==> config.mk <==
export PLATFORM = sky130hd
export DESIGN_NAME = multi_mode_ff_bank
export DESIGN_NICKNAME = d
export VERILOG_FILES = /design/src/rtl/multi_mode_ff_bank.sv
export SDC_FILE = /design/constraint.sdc
export NUM_CORES = 1
export LEC_CHECK = 0
export CAP_MARGIN = 10
export CORE_ASPECT_RATIO = 0.8
export CORE_MARGIN = 1.5
export CORE_UTILIZATION = 46
export DETAILED_ROUTE_END_ITERATION = 12
export GPL_ROUTABILITY_DRIVEN = 0
export PLACE_DENSITY = 0.83
export SKIP_CTS_REPAIR_TIMING = 1
export SKIP_LAST_GASP = 1
export SYNTH_ARGS = -nofsm -noshare
export SYNTH_HDL_FRONTEND = slang
export SYNTH_SLANG_ARGS = --single-unit
==> constraint.sdc <==
create_clock -name Clk -period 4.15 [get_ports Clk]
set_clock_uncertainty 0.05 [all_clocks]
set_input_delay 0.6225 -clock Clk [delete_from_list [all_inputs] [get_ports Clk]]
set_output_delay 0.6225 -clock Clk [all_outputs]
set_load 0.01 [all_outputs]
==> src/rtl/multi_mode_ff_bank.sv <==
// Bank of WIDTH flip-flops that act together as SR, JK, D or T storage,
// with invalid-SR detection, a sticky error flag and a saturating error counter.
module multi_mode_ff_bank #(
    parameter int WIDTH = 4,
    parameter int CNT_W = 8
) (
    input  logic             Clk,
    input  logic             Rst,
    input  logic             En,
    input  logic [1:0]       Mode,
    input  logic [WIDTH-1:0] S,
    input  logic [WIDTH-1:0] R,
    input  logic             Clr_err,
    output logic [WIDTH-1:0] Q,
    output logic [WIDTH-1:0] Q_bar,
    output logic             Invalid,
    output logic             Err_sticky,
    output logic [CNT_W-1:0] Err_cnt
);

    localparam logic [1:0] MODE_SR = 2'b00;
    localparam logic [1:0] MODE_JK = 2'b01;
    localparam logic [1:0] MODE_D  = 2'b10;
    localparam logic [1:0] MODE_T  = 2'b11;

    localparam logic [CNT_W-1:0] CNT_MAX = {CNT_W{1'b1}};
    localparam logic [CNT_W-1:0] CNT_ONE = {{(CNT_W-1){1'b0}}, 1'b1};

    logic [WIDTH-1:0] q_q, q_d;
    logic             invalid_q, invalid_d;
    logic             sticky_q, sticky_d;
    logic [CNT_W-1:0] cnt_q, cnt_d;
    logic             event_w;

    assign event_w = En && (Mode == MODE_SR) && ((S & R) != '0);

    // S=R=1 falls into the hold term, so an invalid bit never disturbs its neighbours.
    always_comb begin
        q_d = q_q;
        if (En) begin
            case (Mode)
                MODE_SR: q_d = (S & ~R) | (q_q & (S | ~R));
                MODE_JK: q_d = (S & ~q_q) | (~R & q_q);
                MODE_D:  q_d = S;
                MODE_T:  q_d = q_q ^ S;
                default: q_d = q_q;
            endcase
        end
    end

    // A clear that coincides with an event keeps that event counted.
    always_comb begin
        invalid_d = event_w;
        sticky_d  = sticky_q | event_w;
        cnt_d     = cnt_q;
        if (Clr_err) begin
            sticky_d = event_w;
            cnt_d    = event_w ? CNT_ONE : '0;
        end else if (event_w && (cnt_q != CNT_MAX)) begin
            cnt_d = cnt_q + CNT_ONE;
        end
    end

    always_ff @(posedge Clk) begin
        if (Rst) begin
            q_q       <= '0;
            invalid_q <= 1'b0;
            sticky_q  <= 1'b0;
            cnt_q     <= '0;
        end else begin
            q_q       <= q_d;
            invalid_q <= invalid_d;
            sticky_q  <= sticky_d;
            cnt_q     <= cnt_d;
        end
    end

    assign Q          = q_q;
    assign Q_bar      = ~q_q;
    assign Invalid    = invalid_q;
    assign Err_sticky = sticky_q;
    assign Err_cnt    = cnt_q;

endmodule

After elaboration in Yosys (flattened, before gate mapping) --
Cells that the tools add are included.
Storage, ports and cells: flip-flop bits (word level) 14, bits of input ports 14, output and inout port bits 18, logic and storage cells 32
Cells by class: add/subtract/negate cells 1, equality and inequality tests 4, mux-type cells 5, bitwise operators 12, reductions and logical operators 6
Operators by type and width (count):
- 4-bit bitwise AND | 5
- 8-bit 2-to-1 mux | 2
- 4-bit case mux with 4 select lines | 1
- 4-bit bitwise OR | 3
- 8-bit by 1-bit adder with 8-bit output, second input constant | 1
- 8-bit != test, second input constant | 1
- 4-bit inverter | 2
- 2-bit == test, second input constant | 2
- 4-bit nonzero test | 1
- 4-bit XOR | 1
- 1-bit logical AND | 3
- 2-bit by 1-bit == test with 1-bit output, second input constant | 1
- 2-bit logical NOT | 1
- 1-bit 2-to-1 mux | 2
- 2-bit nonzero test | 1
- 1-bit bitwise OR | 1

Depth between registers and ports, before layout --
Gate-level depths: netlist of run 1.
depth after elaboration 6, gate-level depth with buffers 5, gate-level depth less buffers 5

Worst setup path before layout of run 1 --
No wires, ideal clock.
path type input -> register, start input port Mode[0], end register cnt_q[3] (netlist: Err_cnt[3]), setup time 70 ps, data arrival time 1635 ps, data required time 4030 ps, setup slack 2395 ps, stages 5, path buffers 1, path through buf_2 > nor2_8 > o211ai_4 > or4_1 > a21oi_1
On the way: word-level cells in the longest chain between the ends 5
Ends and longest elaborated chain:
- start, declared | line 10 | input logic [1:0] Mode,
- 2-bit logical NOT | line 35 | assign event_w = En && (Mode == MODE_SR) && ((S & R) != '0);
- 1-bit logical AND (2 in series) | line 35
- 1-bit logical AND | line 59 | end else if (event_w && (cnt_q != CNT_MAX)) begin
- 2-bit nonzero test (no source line)
- end signal, assigned | line 74 | cnt_q <= cnt_d;
- end, declared | line 32 | logic [CNT_W-1:0] cnt_q, cnt_d;
No other way between the ends. A chain may end at the register's enable or synchronous reset.

Final worst setup path of run 1 --
start input port Mode[1], end register cnt_q[3] (netlist: Err_cnt[3])
Same word-level chain as after synthesis.

==> metrics, run 1 <==
Post-Syn Area per Cell=slightly above 8 sq um; most frequent cells after synthesis=14 x dfxtp_1, 11 x inv_1, 9 x nor2_1; CP max FO=9; CTS Buf Count=3; vias in the first global route=~800; crit end category=flip-flop; sequential area share after synthesis=0.334; status=finished clean; initial antenna violation count=0; DRC violations left=0; Crit. Startpoint=Mode[1]; gr usage total=0.248; full die area=around 2100 sq um; H-tree lvl count=1; Main synth FF type=dfxtp_1; largest net degree at the start of global routing=11; # rows=13; Final Hold Vio Count=0; Routed wire per std cell=between 15 and 20 um; syn nets=around 120; Setup WS post-layout=between 2000 and 2500 ps; CTS tree=done; dpl ws=between 1500 and 2000 ps; grt peak-use layer=met2; Synth area leader=dfxtp_1; grt met1 use=0.298; final setup violation count=0; Synth warnings=0; Sink Count=14; Lkg Pwr=about 0.43 nW; 1st-iter DRT viols=47; number of synthesized flops with an enable pin=0; post-synthesis register bit count=14; critical path data arrival time=approximately 2300 ps; met3 Use GR=0.0766; maximum clock path buffer count=2; Final Cycle Share=0.513; Initial Util=0.501; setup TNS=0 ps; Netlist cell types=39; Layout Nets=approximately 150; Async S/R FF share, synth=0; global-route wire length before repair=roughly 3600 um; clk_lat worst skew=~290 ps; Core Region=1680 sq um; worst vdd ir=~0.00017 V; most frequent cell after synthesis=dfxtp_1; worst hold path type=reg2reg; Area Overhead vs Synth=41.4%; Setup CP Type=in2reg; Syn Inst Count=around 100; r2r setup slk=roughly 2500 ps; Die H=41.2 um; drt via density=between 5 and 6; cell area after synthesis=between 800 and 900 sq um; CTS clk-pin slew, worst paths=around 80 ps; Vias=between 900 and 1000; max cap viols=0; worst path required time=between 4000 and 5000 ps; Max transition margin=0.716; Final ANT Viol Nets=0; Max Clock Freq=about 470 MHz; Synth top area share=0.334; CP Launch Type=input port; end point of the critical path=Err_cnt[3]; Reg-to-Reg End=Err_cnt[0]; PwrDens=247 nW/um^2; max-slew violations=0; dpl hpwl=1780 um; ant diodes=0; TritonRoute pass-1 iters=4; proportion of layout cells with a drive suffix above 1=0.0522; RSZ-0062 raised after global routing=no; met2 Use GR=0.411; PortBufs=31; Die Wd=between 50 and 60 um; reg2reg path depth=5; io pins=32; gr ovfl total=0; reg-to-reg startpoint=Err_cnt[1]; top cells by area, synth=dfxtp_1 33%, inv_1 4.9%, a21oi_1 4.8%; final WL=around 2300 um; minimum clock period=2130 ps; root buffer cell=clkbuf_4; Fill cells=around 140; Power Total=~0.00029 W; Tightest Pin Transition=~420 ps
==> layout by cell type, fill, tap and decap left out, drive strengths merged, types with 4 or more instances in the layout <==
master / netlist / final
clkdlybuf4s50: 0 / 31
dfxtp: 14 / 14
inv: 11 / 11
nor2: 10 / 10
a21oi: 8 / 8
nand2: 6 / 6
o21ai: 5 / 5
nand2b: 4 / 4
nand3: 4 / 4
==> layer usage <==
layer / part of all wire / wire length (um) / up-vias
li1: - / - / 450
met1: 0.48 / 1130 / 424
met2: 0.45 / 1050 / 34
met3: 0.056 / 132 / 4
met4: 0.014 / 32 / 0
met5: 0 / 0 / -
==> power breakdown <==
part           total (W)  internal (W)  switching (W)
registers       0.000144      0.000139     0.00000488
clock network  0.0000774     0.0000337      0.0000437
logic          0.0000725     0.0000387      0.0000337
==> logic make-up after synthesis <==
logic type               after synthesis  synth area share
AO/OA/AOI/OAI                         35             0.311
adder cells (fa/ha/maj)                1            0.0149
buffers and inverters                 14            0.0641
flip-flops                            14             0.334
multiplexers                           3            0.0358
AND/OR/NAND/NOR                       36             0.240
==> sequential cells by signal, indices dropped and copies added, names as in the netlist <==
name	flops
Err_cnt	8
Q	4
Err_sticky	1
Invalid	1
==> per-stage QoR <==
stage	hold slack, ps	cells	util	cell area, sq um
floorplan	447	103	-	840
global placement	385	153	0.695	1160
detailed placement	394	153	0.695	1160
CTS	417	156	0.709	1190
global route	436	156	0.709	1190
finish	411	156	0.709	1190
==> area by class of cell <==
class / count / area, sq um / area share
Clock buffer: 3 / 22.5 / 0.0190
Sequential cell: 14 / 280 / 0.236
Multi-Input combinational cell: 75 / 505 / 0.426
Tap cell: 22 / 27.5 / 0.0232
Inverter: 11 / 41.3 / 0.0348
Timing Repair Buffer: 31 / 310 / 0.261
==> worst min-delay path by stage <==
stage	slack [ps]	depth (start not counted)	endpoint	startpoint
after global routing	440	1	Err_sticky	Err_sticky
after floorplan	450	1	Err_sticky	Err_sticky
after global placement	390	1	Err_sticky	Err_sticky
after CTS	420	1	Err_sticky	Err_sticky
after detailed placement	390	1	Err_sticky	Err_sticky
final	410	1	Err_sticky	Err_sticky
==> worst max-delay path, cell delays in order <==
cell and delay [ps]:
clkdlybuf4s50_1 610, nor2_8 230, o211ai_4 140, or4_1 530
a21oi_1 160
(Power assumes the default switching activity.)
==> run 2: changes to the inputs <==
Settings changed: CORE_UTILIZATION 46 to 42, PLACE_DENSITY 0.83 to 0.77.
Clock period 4.15 ns to 2.2 ns, I/O delays scaled along.
==> metrics, run 2 (synthesis results as in run 1) <==
CTS clk-pin slew, worst paths=roughly 80 ps; CTS Buf Count=3; proportion of layout cells with a drive suffix above 1=0.0730; crit-path cells=clkdlybuf4s50_1, a22o_1, o211ai_4, or4_1, a21oi_1; initial antenna violation count=0; Die Wd=approximately 53 um; Max transition margin=0.756; gr usage total=0.215; PortBufs=31; final setup violation count=0; Die H=43.0 um; register area=between 200 and 300 sq um; Initial Util=0.448; H-tree lvl count=1; max-slew violations=0; drt via density=5.66; setup TNS=0 ps; gr ovfl total=0; # rows=14; Routed wire per std cell=about 13 um; max cap viols=0; dpl hpwl=roughly 1700 um; Fill cells=roughly 170; CP max FO=9; worst vdd ir=~0.00032 V; CTS tree=done; crit end category=flip-flop; Area Overhead vs Synth=45.2%; Final Hold Vio Count=0; Multi-input gate area=505 sq um; Lkg Pwr=around 0.45 nW; 1st-iter DRT viols=32; largest net degree at the start of global routing=11; DRC violations left=0; Worst Hold Margin=about 420 ps; final WL=around 2200 um; Crit path largest cell delay=approximately 520 ps; worst hold path type=reg2reg; global-route wire length before repair=around 3600 um; RSZ-0062 raised after global routing=no; status=finished clean; clk_lat worst skew=around 280 ps; maximum clock path buffer count=2; full die area=about 2300 sq um; TritonRoute pass-1 iters=4; CP Launch Type=input port; Core Region=around 1900 sq um; Tightest Pin Transition=about 360 ps; root buffer cell=clkbuf_4; critical path data arrival time=~1900 ps; most common library cell in the layout ignoring fill and taps=clkdlybuf4s50_1; Vias=between 900 and 1000; vias in the first global route=801; PwrDens=a little under 500 nW/um^2; minimum clock period=1740 ps; Final Cycle Share=0.791; Sink Count=14; post-layout util=0.650; worst path required time=2360 ps; slowest stage cell, crit path=or4_1; Final ANT Viol Nets=0; most frequent cells in the layout=31 x clkdlybuf4s50_1, 14 x dfxtp_1, 11 x inv_1, 9 x nor2_1, 8 x a21oi_1; io pins=32; Max Clock Freq=roughly 570 MHz; Layout Nets=between 150 and 200; Setup CP Type=in2reg; Largest register FFs=8; ant diodes=0
## run 2: area by class of cell
class / instances / share of cell area
repair buffers: 33 / 0.267
inverters: 11 / 0.0339
flip-flops and latches: 14 / 0.230
well taps: 24 / 0.0246
clock buffers: 4 / 0.0298
multi-input cells: 75 / 0.415
## run 2: worst max-delay path: cells and delay by family
kind	cells	cell delay [ps]
simple gates	1	520
buf+inv	1	510
compound gates	3	530
## run 2: power breakdown
part           leakage, nW  switching [W]  internal [W]  total [W]
sequential           0.114     0.00000875      0.000262   0.000271
clock               0.0210      0.0000826      0.000101   0.000183
combinational        0.313      0.0000626     0.0000754   0.000138
## run 2: final timing paths
kind	from	endpoint	slack, ps	cells after the start
worst min register to register	Err_sticky	Err_sticky	420	1
worst max register to register	Err_cnt[0]	Err_cnt[0]	590	5
worst min-delay path	Err_sticky	Err_sticky	420	1
worst max-delay path	S[0]	Err_cnt[6]	460	5
## run 2: per-stage QoR
step	instances	setup WS (ps)	area [sq um]	total power, W
after detailed placement	157	175	1180	0.000414
after floorplan	103	677	840	0.000340
after global placement	157	220	1180	0.000412
after global routing	161	363	1220	0.000623
final	161	461	1220	0.000592
after CTS	161	471	1220	0.000600
## run 2: routing by layer
layer / vias up / share of wire / track usage
met3: 0 / 0.069 / 0.0739
li1: 456 / - / -
met5: - / 0 / 0
met4: 0 / 0 / 0.0564
met1: 426 / 0.49 / 0.320
met2: 30 / 0.44 / 0.293
